### src/rtl/puf_soc_pkg.sv
// puf_soc_pkg: shared types and default sizing for the PUF SoC challenge path.
package puf_soc_pkg;

    localparam int unsigned N_BIT_DEF   = 32;
    localparam int unsigned N_WORDS_DEF = 4;
    localparam int unsigned LEN_W_DEF   = 8;

    typedef enum logic [2:0] {
        ST_IDLE,
        ST_SHIFT,
        ST_PAD,
        ST_PUSH,
        ST_DONE
    } chal_state_e;

endpackage

### src/rtl/puf_soc_chal_shreg.sv
// puf_soc_chal_shreg: N_BIT right-shifting word register with a bit-in-word
// counter. Real serial bits and padding zeros both enter through the same
// shift port. The next-state word and the next-state full flag are exported
// so the controller can capture a completed word on the very edge that fills it.
module puf_soc_chal_shreg
    import puf_soc_pkg::*;
#(
    parameter int unsigned N_BIT = N_BIT_DEF
) (
    input  logic             clk,
    input  logic             rst_n,
    input  logic             clear_i,
    input  logic             shift_en_i,
    input  logic             shift_bit_i,
    output logic [N_BIT-1:0] data_d_o,
    output logic             full_d_o
);

    localparam int unsigned     CW       = $clog2(N_BIT) + 1;
    localparam logic [CW-1:0]   FULL_CNT = CW'(N_BIT);

    logic [N_BIT-1:0] data_q, data_d;
    logic [CW-1:0]    cnt_q, cnt_d;

    // Next-state datapath: clear wins over shift; new bits enter at the MSB.
    always_comb begin
        data_d = data_q;
        cnt_d  = cnt_q;
        if (clear_i) begin
            data_d = '0;
            cnt_d  = '0;
        end else if (shift_en_i) begin
            data_d = {shift_bit_i, data_q[N_BIT-1:1]};
            cnt_d  = cnt_q + CW'(1);
        end
    end

    // Word and counter registers.
    always_ff @(posedge clk or negedge rst_n) begin
        if (!rst_n) begin
            data_q <= '0;
            cnt_q  <= '0;
        end else begin
            data_q <= data_d;
            cnt_q  <= cnt_d;
        end
    end

    assign data_d_o = data_d;
    assign full_d_o = (cnt_d == FULL_CNT);

endmodule

### src/rtl/puf_soc_chal_ctrl.sv
// puf_soc_chal_ctrl: frames a variable-length serial challenge into N_BIT
// words, zero-pads the final partial word and pushes each word downstream
// over a valid/ready handshake.
// Optional SHIFT idle watchdog: define PUF_SOC_CHAL_CTRL_TIMEOUT_EN.
module puf_soc_chal_ctrl
    import puf_soc_pkg::*;
#(
    parameter int unsigned N_BIT       = N_BIT_DEF,
    parameter int unsigned N_WORDS     = N_WORDS_DEF,
`ifdef PUF_SOC_CHAL_CTRL_TIMEOUT_EN
    parameter int unsigned TIMEOUT_CYC = 1024,
`endif
    parameter int unsigned LEN_W       = LEN_W_DEF
) (
    input  logic             clk,
    input  logic             rst_n,
    input  logic             i_start,
    input  logic [LEN_W-1:0] i_len,
    input  logic             i_ser_valid,
    input  logic             i_ser_data,
    output logic             o_ser_ready,
    output logic             o_word_valid,
    output logic [N_BIT-1:0] o_word_data,
    input  logic             i_word_ready,
    output logic             o_busy,
    output logic             o_done,
    output logic             o_err
);

    localparam logic [LEN_W:0] MAX_LEN = (LEN_W + 1)'(N_BIT * N_WORDS);

    chal_state_e      state_q;
    logic [LEN_W-1:0] len_q;
    logic [LEN_W-1:0] tot_q, tot_d;
    logic             ready_q, valid_q, busy_q, done_q, err_q;
    logic [N_BIT-1:0] word_q;

    logic             accept;
    logic             len_ok;
    logic             sh_clear, sh_en, sh_bit;
    logic [N_BIT-1:0] sh_data;
    logic             sh_full;

`ifdef PUF_SOC_CHAL_CTRL_TIMEOUT_EN
    localparam int unsigned WD_W = $clog2(TIMEOUT_CYC + 1);
    logic [WD_W-1:0] wd_q;
`endif

    assign accept = (state_q == ST_SHIFT) && i_ser_valid;
    assign tot_d  = tot_q + LEN_W'(1);
    assign len_ok = (i_len != '0) && ({1'b0, i_len} <= MAX_LEN);

    // Shift register control: real bits in SHIFT, zeros in PAD, held clear while idle.
    always_comb begin
        sh_clear = (state_q == ST_IDLE) || ((state_q == ST_PUSH) && i_word_ready);
        sh_en    = accept || (state_q == ST_PAD);
        sh_bit   = (state_q == ST_SHIFT) && i_ser_data;
    end

    puf_soc_chal_shreg #(
        .N_BIT (N_BIT)
    ) u_shreg (
        .clk         (clk),
        .rst_n       (rst_n),
        .clear_i     (sh_clear),
        .shift_en_i  (sh_en),
        .shift_bit_i (sh_bit),
        .data_d_o    (sh_data),
        .full_d_o    (sh_full)
    );

    // Load sequencer with registered handshake and status outputs.
    always_ff @(posedge clk or negedge rst_n) begin
        if (!rst_n) begin
            state_q <= ST_IDLE;
            len_q   <= '0;
            tot_q   <= '0;
            ready_q <= 1'b0;
            valid_q <= 1'b0;
            busy_q  <= 1'b0;
            done_q  <= 1'b0;
            err_q   <= 1'b0;
            word_q  <= '0;
`ifdef PUF_SOC_CHAL_CTRL_TIMEOUT_EN
            wd_q    <= '0;
`endif
        end else begin
            done_q <= 1'b0;
            err_q  <= 1'b0;
            case (state_q)
                ST_IDLE: begin
                    if (i_start) begin
                        if (len_ok) begin
                            len_q   <= i_len;
                            tot_q   <= '0;
                            state_q <= ST_SHIFT;
                            ready_q <= 1'b1;
                            busy_q  <= 1'b1;
`ifdef PUF_SOC_CHAL_CTRL_TIMEOUT_EN
                            wd_q    <= '0;
`endif
                        end else begin
                            err_q <= 1'b1;
                        end
                    end
                end
                ST_SHIFT: begin
                    if (accept) begin
                        tot_q <= tot_d;
`ifdef PUF_SOC_CHAL_CTRL_TIMEOUT_EN
                        wd_q  <= '0;
`endif
                        if (sh_full) begin
                            state_q <= ST_PUSH;
                            ready_q <= 1'b0;
                            valid_q <= 1'b1;
                            word_q  <= sh_data;
                        end else if (tot_d == len_q) begin
                            state_q <= ST_PAD;
                            ready_q <= 1'b0;
                        end
                    end
`ifdef PUF_SOC_CHAL_CTRL_TIMEOUT_EN
                    else if (wd_q == WD_W'(TIMEOUT_CYC - 1)) begin
                        state_q <= ST_IDLE;
                        ready_q <= 1'b0;
                        busy_q  <= 1'b0;
                        err_q   <= 1'b1;
                        wd_q    <= '0;
                    end else begin
                        wd_q <= wd_q + WD_W'(1);
                    end
`endif
                end
                ST_PAD: begin
                    if (sh_full) begin
                        state_q <= ST_PUSH;
                        valid_q <= 1'b1;
                        word_q  <= sh_data;
                    end
                end
                ST_PUSH: begin
                    if (i_word_ready) begin
                        valid_q <= 1'b0;
                        if (tot_q == len_q) begin
                            state_q <= ST_DONE;
                            done_q  <= 1'b1;
                        end else begin
                            state_q <= ST_SHIFT;
                            ready_q <= 1'b1;
                        end
                    end
                end
                ST_DONE: begin
                    state_q <= ST_IDLE;
                    busy_q  <= 1'b0;
                end
                default: begin
                    state_q <= ST_IDLE;
                    ready_q <= 1'b0;
                    valid_q <= 1'b0;
                    busy_q  <= 1'b0;
                end
            endcase
        end
    end

    assign o_ser_ready  = ready_q;
    assign o_word_valid = valid_q;
    assign o_word_data  = word_q;
    assign o_busy       = busy_q;
    assign o_done       = done_q;
    assign o_err        = err_q;

endmodule
### config.mk
export PLATFORM = sky130hd
export DESIGN_NAME = puf_soc_chal_ctrl
export DESIGN_NICKNAME = d
export VERILOG_FILES = /design/src/rtl/puf_soc_pkg.sv /design/src/rtl/puf_soc_chal_shreg.sv /design/src/rtl/puf_soc_chal_ctrl.sv
export SDC_FILE = /design/constraint.sdc
export NUM_CORES = 1
export LEC_CHECK = 0
export CAP_MARGIN = 25
export CORE_UTILIZATION = 50
export CTS_BUF_LIST = sky130_fd_sc_hd__clkbuf_8 sky130_fd_sc_hd__clkbuf_16
export CTS_CLUSTER_SIZE = 40
export DETAILED_ROUTE_END_ITERATION = 10
export PLACE_DENSITY = 0.84
export SYNTH_ARGS = -nofsm -noshare
export SYNTH_HDL_FRONTEND = slang
export SYNTH_HIERARCHICAL = 1
export SYNTH_SLANG_ARGS = --single-unit
export TNS_END_PERCENT = 30
### constraint.sdc
create_clock -name clk -period 3.01 [get_ports clk]
set_input_delay 0.602 -clock clk [delete_from_list [all_inputs] [get_ports clk]]
set_output_delay 0.602 -clock clk [all_outputs]
set_load 0.05 [all_outputs]
Yosys cells after proc, flatten, opt, wreduce, memory -nomap -nowiden
Index checks and enable logic that the tools add are counted.

Bits of input ports: 14. Register bits: 94. Logic and storage cells: 90. Output and inout bits: 37.

Order comparisons: 1. Multiplexer cells: 39. Bitwise operators: 3. $add $sub $neg: 2. Reduce and logical (&&, ||, !) cells: 20. Eq/ne operators: 14.

Operators by type and width (number): 32-bit two-way mux (4); 32-bit one-hot mux with 2 select lines (1); 3-bit two-way mux (8); 8-bit two-way mux (3); 8-bit == test (2); 1-bit two-way mux (16); 8-bit one-hot mux with 2 select lines (1); 6-bit two-way mux (2); 2-bit inequality test (second input constant) (6); 3-bit one-hot mux with 4 select lines (1); 3-bit AND reduction (3); 8-bit by 1-bit adder with 8-bit output (second input constant) (1); 8-bit <= comparator (second input constant) (1); 1-bit one-hot mux with 4 select lines (2); 8-bit nonzero test (1); 7-bit AND reduction (1); 6-bit by 1-bit adder with 6-bit output (second input constant) (1); 3-bit by 2-bit == test with 1-bit output (second input constant) (2); 6-bit == test (second input constant) (1); 6-bit AND reduction (1); 1-bit logical AND (4); 4-bit AND reduction (1); 2-bit nonzero test (2); 2-bit OR reduction (2); other kinds (9) (12).

Logic depth before layout (Yosys ltp)
Gate-level depths: netlist of run 1.

Word-level depth: 9. Gate-level depth with buffers: 14. Depth with buffers taken out: 12.

Modules after synthesis
Netlist of run 1, hierarchy kept.

Modules (own cells, without submodules): puf_soc_chal_ctrl (instances 1, area an instance 2578.7 sq um, sequential area each 1401.3 sq um, cells each 214); puf_soc_chal_shreg (instances 1, area an instance 1574.0 sq um, sequential area each 950.9 sq um, cells each 130).

Worst setup path after synthesis of run 1
No wires, ideal clock.

Path type: input -> register. Start point: input port i_ser_valid. End point: register word_q[10] (netlist: o_word_data[10]). Path buffers: 3. Path slack: 1 ps. Setup time: 125 ps. Required time: 2885 ps. Arrival time: 2884 ps. Stages on the path: 13. Path through: nand2_1 nor2_1 nor2_1 nor2_1 buf_2 mux2i_1 nor2_1 nor3_1 and4bb_1 and2_1 clkbuf_1 buf_1 mux2_2.

Longest elaborated chain between the ends: 8. Elaborated cells between the ends (all ways): 12. Classes of those cells: eq/ne (2); mux (7); reduce/logical (3).

Ends and longest elaborated chain: start: declaration (line puf_soc_chal_ctrl.sv:19) `input logic i_ser_valid,`; 1-bit logical AND (*) (line puf_soc_chal_ctrl.sv:49) `assign accept = (state_q == ST_SHIFT) && i_ser_valid;`; 1-bit logical OR (*) (line puf_soc_chal_ctrl.sv:56) `sh_en = accept || (state_q == ST_PAD);`; net sh_en (line puf_soc_chal_ctrl.sv:40) `logic sh_clear, sh_en, sh_bit;`; 6-bit two-way mux (*) (line puf_soc_chal_shreg.sv:32) `end else if (shift_en_i) begin`; 6-bit two-way mux (*) (line puf_soc_chal_shreg.sv:29) `if (clear_i) begin`; net u_shreg.cnt_d[1] (line puf_soc_chal_shreg.sv:23) `logic [CW-1:0] cnt_q, cnt_d;`; 6-bit == test (*) (line puf_soc_chal_shreg.sv:50) `assign full_d_o = (cnt_d == FULL_CNT);`; net sh_full (line puf_soc_chal_ctrl.sv:42) `logic sh_full;`; 32-bit two-way mux (*) (line puf_soc_chal_ctrl.sv:113, puf_soc_chal_ctrl.sv:136); 32-bit two-way mux (line puf_soc_chal_ctrl.sv:108) `if (accept) begin`; 32-bit one-hot mux with 2 select lines (*) (line puf_soc_chal_ctrl.sv:90) `case (state_q)`; end signal: assignment (line puf_soc_chal_ctrl.sv:117) `word_q <= sh_data;`; end signal: assignment (line puf_soc_chal_ctrl.sv:139) `word_q <= sh_data;`; end: declaration (line puf_soc_chal_ctrl.sv:36) `logic [N_BIT-1:0] word_q;`.

Mark *: on every way through the listed nets, which the timed path passes. The rest lies on a longest branch. The select of a mux whose other input is x is not followed. A chain may end at the register's enable or synchronous reset.

Worst setup path after layout of run 1
Start point: input port i_ser_valid. End point: register ready_q (netlist: o_ser_ready).

Longest elaborated chain between the ends: 8. Elaborated cells between the ends (all ways): 11. Classes of those cells: eq/ne (3); mux (5); reduce/logical (3).

Ends and longest elaborated chain: 1-bit logical AND (*) (line puf_soc_chal_ctrl.sv:49); 1-bit logical OR (*) (line puf_soc_chal_ctrl.sv:56); net sh_en (line puf_soc_chal_ctrl.sv:40); 6-bit two-way mux (*) (line puf_soc_chal_shreg.sv:32); 6-bit two-way mux (*) (line puf_soc_chal_shreg.sv:29); net u_shreg.cnt_d[1] (line puf_soc_chal_shreg.sv:23); 6-bit == test (*) (line puf_soc_chal_shreg.sv:50); net sh_full (line puf_soc_chal_ctrl.sv:42); 1-bit two-way mux (line puf_soc_chal_ctrl.sv:113) `if (sh_full) begin`; 1-bit two-way mux (line puf_soc_chal_ctrl.sv:108); 1-bit one-hot mux with 4 select lines (line puf_soc_chal_ctrl.sv:90); end signal: assignment (line puf_soc_chal_ctrl.sv:97) `ready_q <= 1'b1;`; end signal: assignment (line puf_soc_chal_ctrl.sv:115) `ready_q <= 1'b0;`; end signal: assignment (line puf_soc_chal_ctrl.sv:120) `ready_q <= 1'b0;`; end: declaration (line puf_soc_chal_ctrl.sv:35) `logic ready_q, valid_q, busy_q, done_q, err_q;`.

Marks and branches as above.

==> results of run 1 <==
cells by family after synthesis:
group,after synthesis
AO/OA/AOI/OAI,34
XOR/XNOR,16
adder cells (fa/ha/maj),2
buffers and inverters,19
flip-flops,94
multiplexers,76
AND/OR/NAND/NOR,103
what timing repair did:
action                                  4_1_cts  5_1_grt
resized for setup                             0        0
endpoints found under the setup margin        0       33
buffers inserted                              0        1
flip-flops by register name (all words and copies together), names as in the netlist:
register and flops:
o_word_valid 1, o_ser_ready 1, u_shreg/cnt_q 6, u_shreg/data_q 32
len_q 8, o_done 1, state_q 3, o_busy 1
o_word_data 32, tot_q 8, o_err 1
stage by stage:
step / util / instance area, um2 / setup slack, ns
after global placement: 0.6288 / 4960 / -0.1591
after global routing: 0.6534 / 5154 / 0.01811
after floorplan: - / 4153 / 0.001444
final: 0.6534 / 5154 / 0.1069
after detailed placement: 0.6288 / 4960 / -0.2428
after CTS: 0.6524 / 5146 / 0.1118
how the worst max path moves through the flow:
stage                                 end  slack, ns  depth (start not counted)
after floorplan           o_word_data[10]      0.001                         13
after global placement        o_ser_ready      -0.16                         14
after detailed placement  o_word_data[14]      -0.24                         12
after CTS                     o_ser_ready       0.11                         13
after global routing          o_ser_ready       0.02                         13
final                         o_ser_ready       0.11                         14
where the power goes:
group	switching [W]	total (W)	internal (W)	leakage, nW
Clock	0.000459	0.000796	0.000337	0.0985
Combinational	0.000743	0.00137	0.000623	0.985
Sequential	0.000137	0.00152	0.00138	1.28
cell type report:
type | instances | area [um2] | share of cell area
well taps | 102 | 127.6 | 0.02476
clock inverters | 6 | 48.80 | 0.009468
multi-input cells | 231 | 1743 | 0.3382
repair buffers | 78 | 733.2 | 0.1423
flip-flops and latches | 94 | 2352 | 0.4564
clock buffers | 10 | 137.6 | 0.02671
inverters | 3 | 11.26 | 0.002185
cell usage after synthesis, types with 2 or more instances:
library cell	number
a31oi_1	3
nor3b_1	2
o41ai_1	2
xor2_1	4
mux2_1	4
buf_2	5
or3_1	3
nand3b_1	3
nand3_1	4
and2_1	3
xnor2_1	12
inv_1	3
nand4_1	3
nor3_1	5
dfrtp_1	94
buf_1	3
ha_1	2
mux2_2	38
nand2_1	14
nand2b_1	4
nor4_1	2
a21oi_1	3
nor2b_1	4
mux2i_1	34
nor2_1	48
o21ai_0	15
clkbuf_1	8
layer usage:
layer | up-vias | global-route usage | part of all wire
li1 | 1355 | - | -
met3 | 8 | 0.02683 | 0.030
met5 | - | 0 | 0
met2 | 65 | 0.3413 | 0.50
met1 | 1397 | 0.2832 | 0.46
met4 | 0 | 0.06923 | 0.0098
==> out/results.md, run 1 <==
| Metric | Reported |
|:---|:---|
| Outcome | finished, final reports clean |
| Crit path max fanout | 6 |
| Parity-gate share of the synthesized area counting xor and xnor cells | 0.03375 |
| Setup TNS | 0 ns |
| Critical Path Most Common Cell | nor2_1 |
| Highest attainable clock frequency | 344.5 MHz |
| Antenna-violating nets left | 0 |
| Number of H-tree levels | 3 |
| Final worst clock skew | 0.01191 ns |
| DR vias | 2825 |
| Post-synthesis adder-cell area fraction | 0.006026 |
| Combinational family with the most area after synthesis | multiplexers |
| Basic-gate share of the synthesized area counting and, or, nand and nor cells | 0.1247 |
| Clock transition time at the flip-flop clock pins of the worst setup and hold paths | 0.10 ns |
| Fraction of registers with async set/reset | 1.000 |
| Initial antenna violation count | 0 |
| Proportion of layout cells with a drive suffix above 1 | 0.2180 |
| Power per Cell Area | 714.2 nW/um2 |
| IR Drop Worst-Case VDD | 0.3733 mV |
| Wirelength, routed | 8172 um |
| Die extent in x | 93.14 um |
| Synth cell types | 46 |
| Flop2flop setup slack | 0.29 ns |
| Synthesis-to-finish area growth | 24.10% |
| Final hold viol count | 0 |
| Period minus WS final | 2.903 ns |
| Clock buffer depth | 2 |
| Worst hold slack after final layout | 0.2812 ns |
| Via density per instance | 5.391 |
| Library cell occupying the most area in the post-synthesis netlist | dfrtp_1 |
| Pin count of the biggest net entering global routing | 55 |
| Net count after synthesis | 360 |
| Top library cells by usage in the layout, fill and taps aside | 94 x dfrtp_1, 49 x clkdlybuf4s50_1, 47 x nor2_1 |
| Synthesized area per cell | 12.07 um2 |
| TritonCTS clock tree | done |
| Via count of the first global-routing pass | 2868 |
| Post-synthesis compound-gate area fraction | 0.05453 |
| Crit path required time | 3.25 ns |
| Arrival @ worst endpoint | 3.15 ns |
| Worst setup path class | input pin to register |
| Total half-perimeter wirelength after legalization and detailed placement | 5692 um |
| Total overflow reported by the global router | 0 |
| Power Total | 0.003681 W |
| Global-route usage over all layers | 0.2067 |
| Most common cell after layout, fill and taps aside | dfrtp_1 |
| Overall die height | 93.14 um |
| Clock insertion delay at the later pin of the skew report | 0.35 ns |
| Number of flops mapped to enable cells by yosys | 0 |
| Number of violations reported at the end of detailed-routing iteration 0 | 232 |
| Element type at the critical path start | input pin |
| Final instance count without filler cells | 524 |
| Leakage dissipation | 2.366 nW |
| Proportion of synthesized chip area in sequential cells | 0.5664 |
| WL per Instance | 15.60 um |
| Worst Reg2Reg Path Length in Cells | 12 |
| Number of setup violations in the final report | 0 |
| Top-area cell type share of the netlist area | 0.5664 |
| Commonest register cell after synthesis | dfrtp_1 |
| Number of search-and-repair iterations in the first detailed-routing pass | 4 |
| Top cell family by delay on the critical path | simple AND/OR/NAND/NOR gates |
| Transition time at the pin with the least slew margin | 0.6856 ns |
| Proportion of synthesized area in mux cells | 0.1958 |
| Clock sink count | 94 |
| Synth Register Bits | 94 |
| CP bufs+invs | 2 |
| Count of buffers from port buffering | 50 |
| FF-to-FF Start | state_q[1] |
| Global placer's final weighted congestion | 0.8702 |
| Global-route wire length before repair | 13990 um |
| Detailed-route DRC error count | 0 |
| Number of CTS-inserted buffers | 9 |
| Quantity of hold-fixing buffers added after cts | 0 |
| Initial core utilization | 0.5265 |
| Syn. warnings | 6 |
| Clock Root Buffer | clkbuf_8 |
| Nets | 433 |
| Number of cells after detailed placement | 507 |
| Nature of the critical path endpoint | register |
| Cells traversed along the worst timing path | clkdlybuf4s50_1 -> nand2_1 -> nor2_1 -> nor2_1 -> nor2_4 -> buf_4 -> mux2i_1 -> nor2_1 -> nor3_1 -> and4bb_1 -> nor2_1 -> o41ai_2 -> nor3b_2 -> mux2_1 |
| Cells taking the most area after synthesis | dfrtp_1 57%, mux2_2 10%, mux2i_1 8.2% |
| Hold Path Class | input pin to async pin |
| Slowest stage cell on the critical path | clkdlybuf4s50_1 |
| Worst relative slew slack | 0.5429 |
| Fillers | 567 |
| Delay of the slowest critical-path stage | 0.50 ns |
| Max-Cap Viols | 0 |
| Mapped cell area | 4153 um2 |
| Total core area | 7888 um2 |
| Slew Viols, Final | 0 |
| Antenna diode count | 0 |
| RSZ-0062 raised after global routing | no |
| Cell count after synthesis | 344 |
| Share of the clock period used by the worst path | 0.9645 |
| I/O Pins | 51 |
| Destination of the worst register-to-register timing path | o_ser_ready |
| Die area | 8674 um2 |
| Row cnt | 32 |
| Start point of the critical path | i_ser_valid |
Note: power is estimated with default switching activity, not from simulation.
==> run 2, diff against run 1 <==
Settings changed: SETUP_SLACK_MARGIN set to 0.05, SKIP_LAST_GASP set to 1.
==> run 2 against run 1 <==
Net effect:
- hold slack worse by 0.065 ns
- sequential cell count stayed put
- first-iteration DRC count down 38%
- worst setup slack better by 0.052 ns
- wire length is 1.2% higher
- critical path depth shrank 2
- total power decreased by 1.5%
- largest cell class unchanged
==> out/results.md, run 2 (synthesis results as in run 1) <==
| Metric | Reported | vs previous |
|:---|:---|:---|
| Fillers | 589 | +3.9% |
| Hold Path Class | input pin to async pin |  |
| Number of CTS-inserted buffers | 9 | unchanged |
| Top routing layer in use | met4 |  |
| Pin count of the biggest net entering global routing | 55 | unchanged |
| Clock Root Buffer | clkbuf_8 |  |
| Detailed-route DRC error count | 0 | unchanged |
| Count of buffers from port buffering | 50 | unchanged |
| Met3 wirelength from detailed routing | 288 um | +19% |
| Die area | 8674 um2 | unchanged |
| Number of H-tree levels | 3 | unchanged |
| Period minus WS final | 2.851 ns | -0.05196 ns |
| Transition time at the pin with the least slew margin | 0.7292 ns | +0.04361 ns |
| RSZ-0062 raised after global routing | yes |  |
| Crit path required time | 3.27 ns | +0.02 ns |
| Fin util | 0.6528 | about the same |
| Total overflow reported by the global router | 0 | unchanged |
| Global placer's final weighted congestion | 0.8471 | -2.7% |
| Crit path max fanout | 15 | +9 |
| IR Drop Worst-Case VDD | 0.3406 mV | -8.8% |
| Initial antenna violation count | 0 | unchanged |
| Leakage dissipation | 2.355 nW | -0.47% |
| Worst relative slew slack | 0.5101 | -0.03281 |
| Flop2flop setup slack | 0.36 ns | +0.07 ns |
| Antenna diode count | 0 | unchanged |
| I/O Pins | 51 | unchanged |
| Placement Cell Area | 4930 um2 | -0.61% |
| Worst slack, placed | -0.2718 ns | -0.02901 ns |
| Number of setup violations in the final report | 0 | unchanged |
| Clock insertion delay at the later pin of the skew report | 0.36 ns | about the same |
| Antenna-violating nets left | 0 | unchanged |
| Number of search-and-repair iterations in the first detailed-routing pass | 4 | unchanged |
| Design Area, Final | 5149 um2 | about the same |
| Highest attainable clock frequency | 350.7 MHz | +1.8% |
| Critical path endpoint | o_word_data[10] |  |
| Met2 wirelength from detailed routing | 4015 um | -1.8% |
| Global-route usage over all layers | 0.2101 | +0.003375 |
| Met1 Wirelength | 3831 um | +1.9% |
| Proportion of layout cells with a drive suffix above 1 | 0.2129 | -0.005091 |
| Nature of the critical path endpoint | register |  |
| TritonCTS clock tree | done |  |
| Element type at the critical path start | input pin |  |
| Arrival @ worst endpoint | 3.11 ns | -0.04 ns |
| Via count of the first global-routing pass | 2875 | +0.24% |
| Wirelength, routed | 8272 um | +1.2% |
| Share of the clock period used by the worst path | 0.9472 | -0.01726 |
| Final hold viol count | 0 | unchanged |
| Clock buffer depth | 2 | unchanged |
| Total half-perimeter wirelength after legalization and detailed placement | 5615 um | -1.4% |
| Nets | 429 | -0.92% |
| DR vias | 2836 | +0.39% |
| Synthesis-to-finish area growth | 23.98% | about the same |
| Worst Reg2Reg Path Length in Cells | 10 | -2 |
| WL per Instance | 15.91 um | +2.0% |
| Number of violations reported at the end of detailed-routing iteration 0 | 143 | -38% |
| Quantity of hold-fixing buffers added after cts | 0 | unchanged |
| Die extent in x | 93.14 um | unchanged |
| Total core area | 7888 um2 | unchanged |
| Final worst clock skew | 0.01220 ns | +0.0002905 ns |
| Top library cells by usage in the layout, fill and taps aside | 94 x dfrtp_1, 49 x clkdlybuf4s50_1, 47 x nor2_1 |  |
| Initial core utilization | 0.5265 | unchanged |
| Most common cell after layout, fill and taps aside | dfrtp_1 |  |
| FF-to-FF Start | state_q[1] |  |
| Clock sink count | 94 | unchanged |
| Global-route wire length before repair | 14080 um | +0.59% |
| Slew Viols, Final | 0 | unchanged |
| Row cnt | 32 | unchanged |
| Destination of the worst register-to-register timing path | o_word_data[10] |  |
| Worst setup path class | input pin to register |  |
| Worst hold slack after final layout | 0.2159 ns | -0.06531 ns |
| Via density per instance | 5.454 | +1.2% |
| Power per Cell Area | 703.8 nW/um2 | -1.5% |
| Overall die height | 93.14 um | unchanged |
| Clock transition time at the flip-flop clock pins of the worst setup and hold paths | 0.10 ns | about the same |
| Max-Cap Viols | 0 | unchanged |
| Outcome | finished, final reports clean |  |
| Fin worst setup slack | 0.1589 ns | +0.05196 ns |
| Start point of the critical path | i_ser_valid |  |
[run 2: cell count changes in the layout (fill, tap and decap cells not counted)]
| cell | previous run | this run |
|---|---|---|
| buf_4 | 27 | 21 |
| and2_2 | 0 | 1 |
| inv_6 | 5 | 1 |
| clkinv_4 | 0 | 2 |
| clkbuf_8 | 10 | 9 |
| clkbuf_16 | 0 | 1 |
| buf_6 | 0 | 1 |
| inv_8 | 0 | 3 |
| and2_1 | 3 | 2 |
[run 2: metrics by stage]
| stage | std cells | total power [W] | setup TNS, ns |
|---|---|---|---|
| finish | 520 | 0.003624 | 0 |
| global route | 520 | 0.003836 | 0 |
| CTS | 519 | 0.003631 | 0 |
| detailed placement | 503 | 0.002829 | -8.621 |
| global placement | 503 | 0.002787 | -5.368 |
| floorplan | 344 | 0.002435 | 0 |
[run 2: where the power goes]
group          switching, W  total, W  internal (W)
Combinational      0.000734   0.00131      0.000577
Sequential         0.000125   0.00151       0.00138
Clock              0.000483  0.000806      0.000322
Total               0.00134   0.00362       0.00228
[run 2: critical path, stage by stage]
cell and delay [ns]:
clkdlybuf4s50_1 0.48, nand2_1 0.08, nor2_1 0.10, nor2_1 0.07, nor2_4 0.12, nand4_2 0.09, or3_1 0.37, a21oi_2 0.16
and4bb_1 0.24, and2_2 0.24, clkbuf_16 0.21, mux2_2 0.34
[run 2: repair_timing]
action | in CTS | in global routing
setup endpoints to repair | 0 | 34
buffers inserted | 0 | 0
resized for setup | 0 | 2
[run 2: worst min path at each step]
stage | slack, ns | depth (start not counted) | end | from
detailed placement | 0.48 | 1 | o_ser_ready | o_ser_ready
floorplan | 0.31 | 0 | len_q[0] | rst_n
global route | 0.26 | 1 | len_q[4] | rst_n
global placement | 0.47 | 1 | o_ser_ready | o_ser_ready
CTS | 0.23 | 1 | len_q[6] | rst_n
finish | 0.22 | 1 | len_q[6] | rst_n
[run 2: metal layers]
layer / GRT usage / up-vias
met5: 0 / -
met3: 0.04228 / 11
met1: 0.2828 / 1419
met4: 0.07949 / 0
met2: 0.3370 / 57
li1: - / 1349
[run 2: cell type report]
type                    count  area [um2]  area share
clock buffers               9       123.9     0.02406
clock inverters             7       65.06     0.01264
inverters                   3       11.26    0.002187
multi-input cells         231        1744      0.3388
flip-flops and latches     94        2352      0.4569
well taps                 102       127.6     0.02479
repair buffers             74       724.4      0.1407
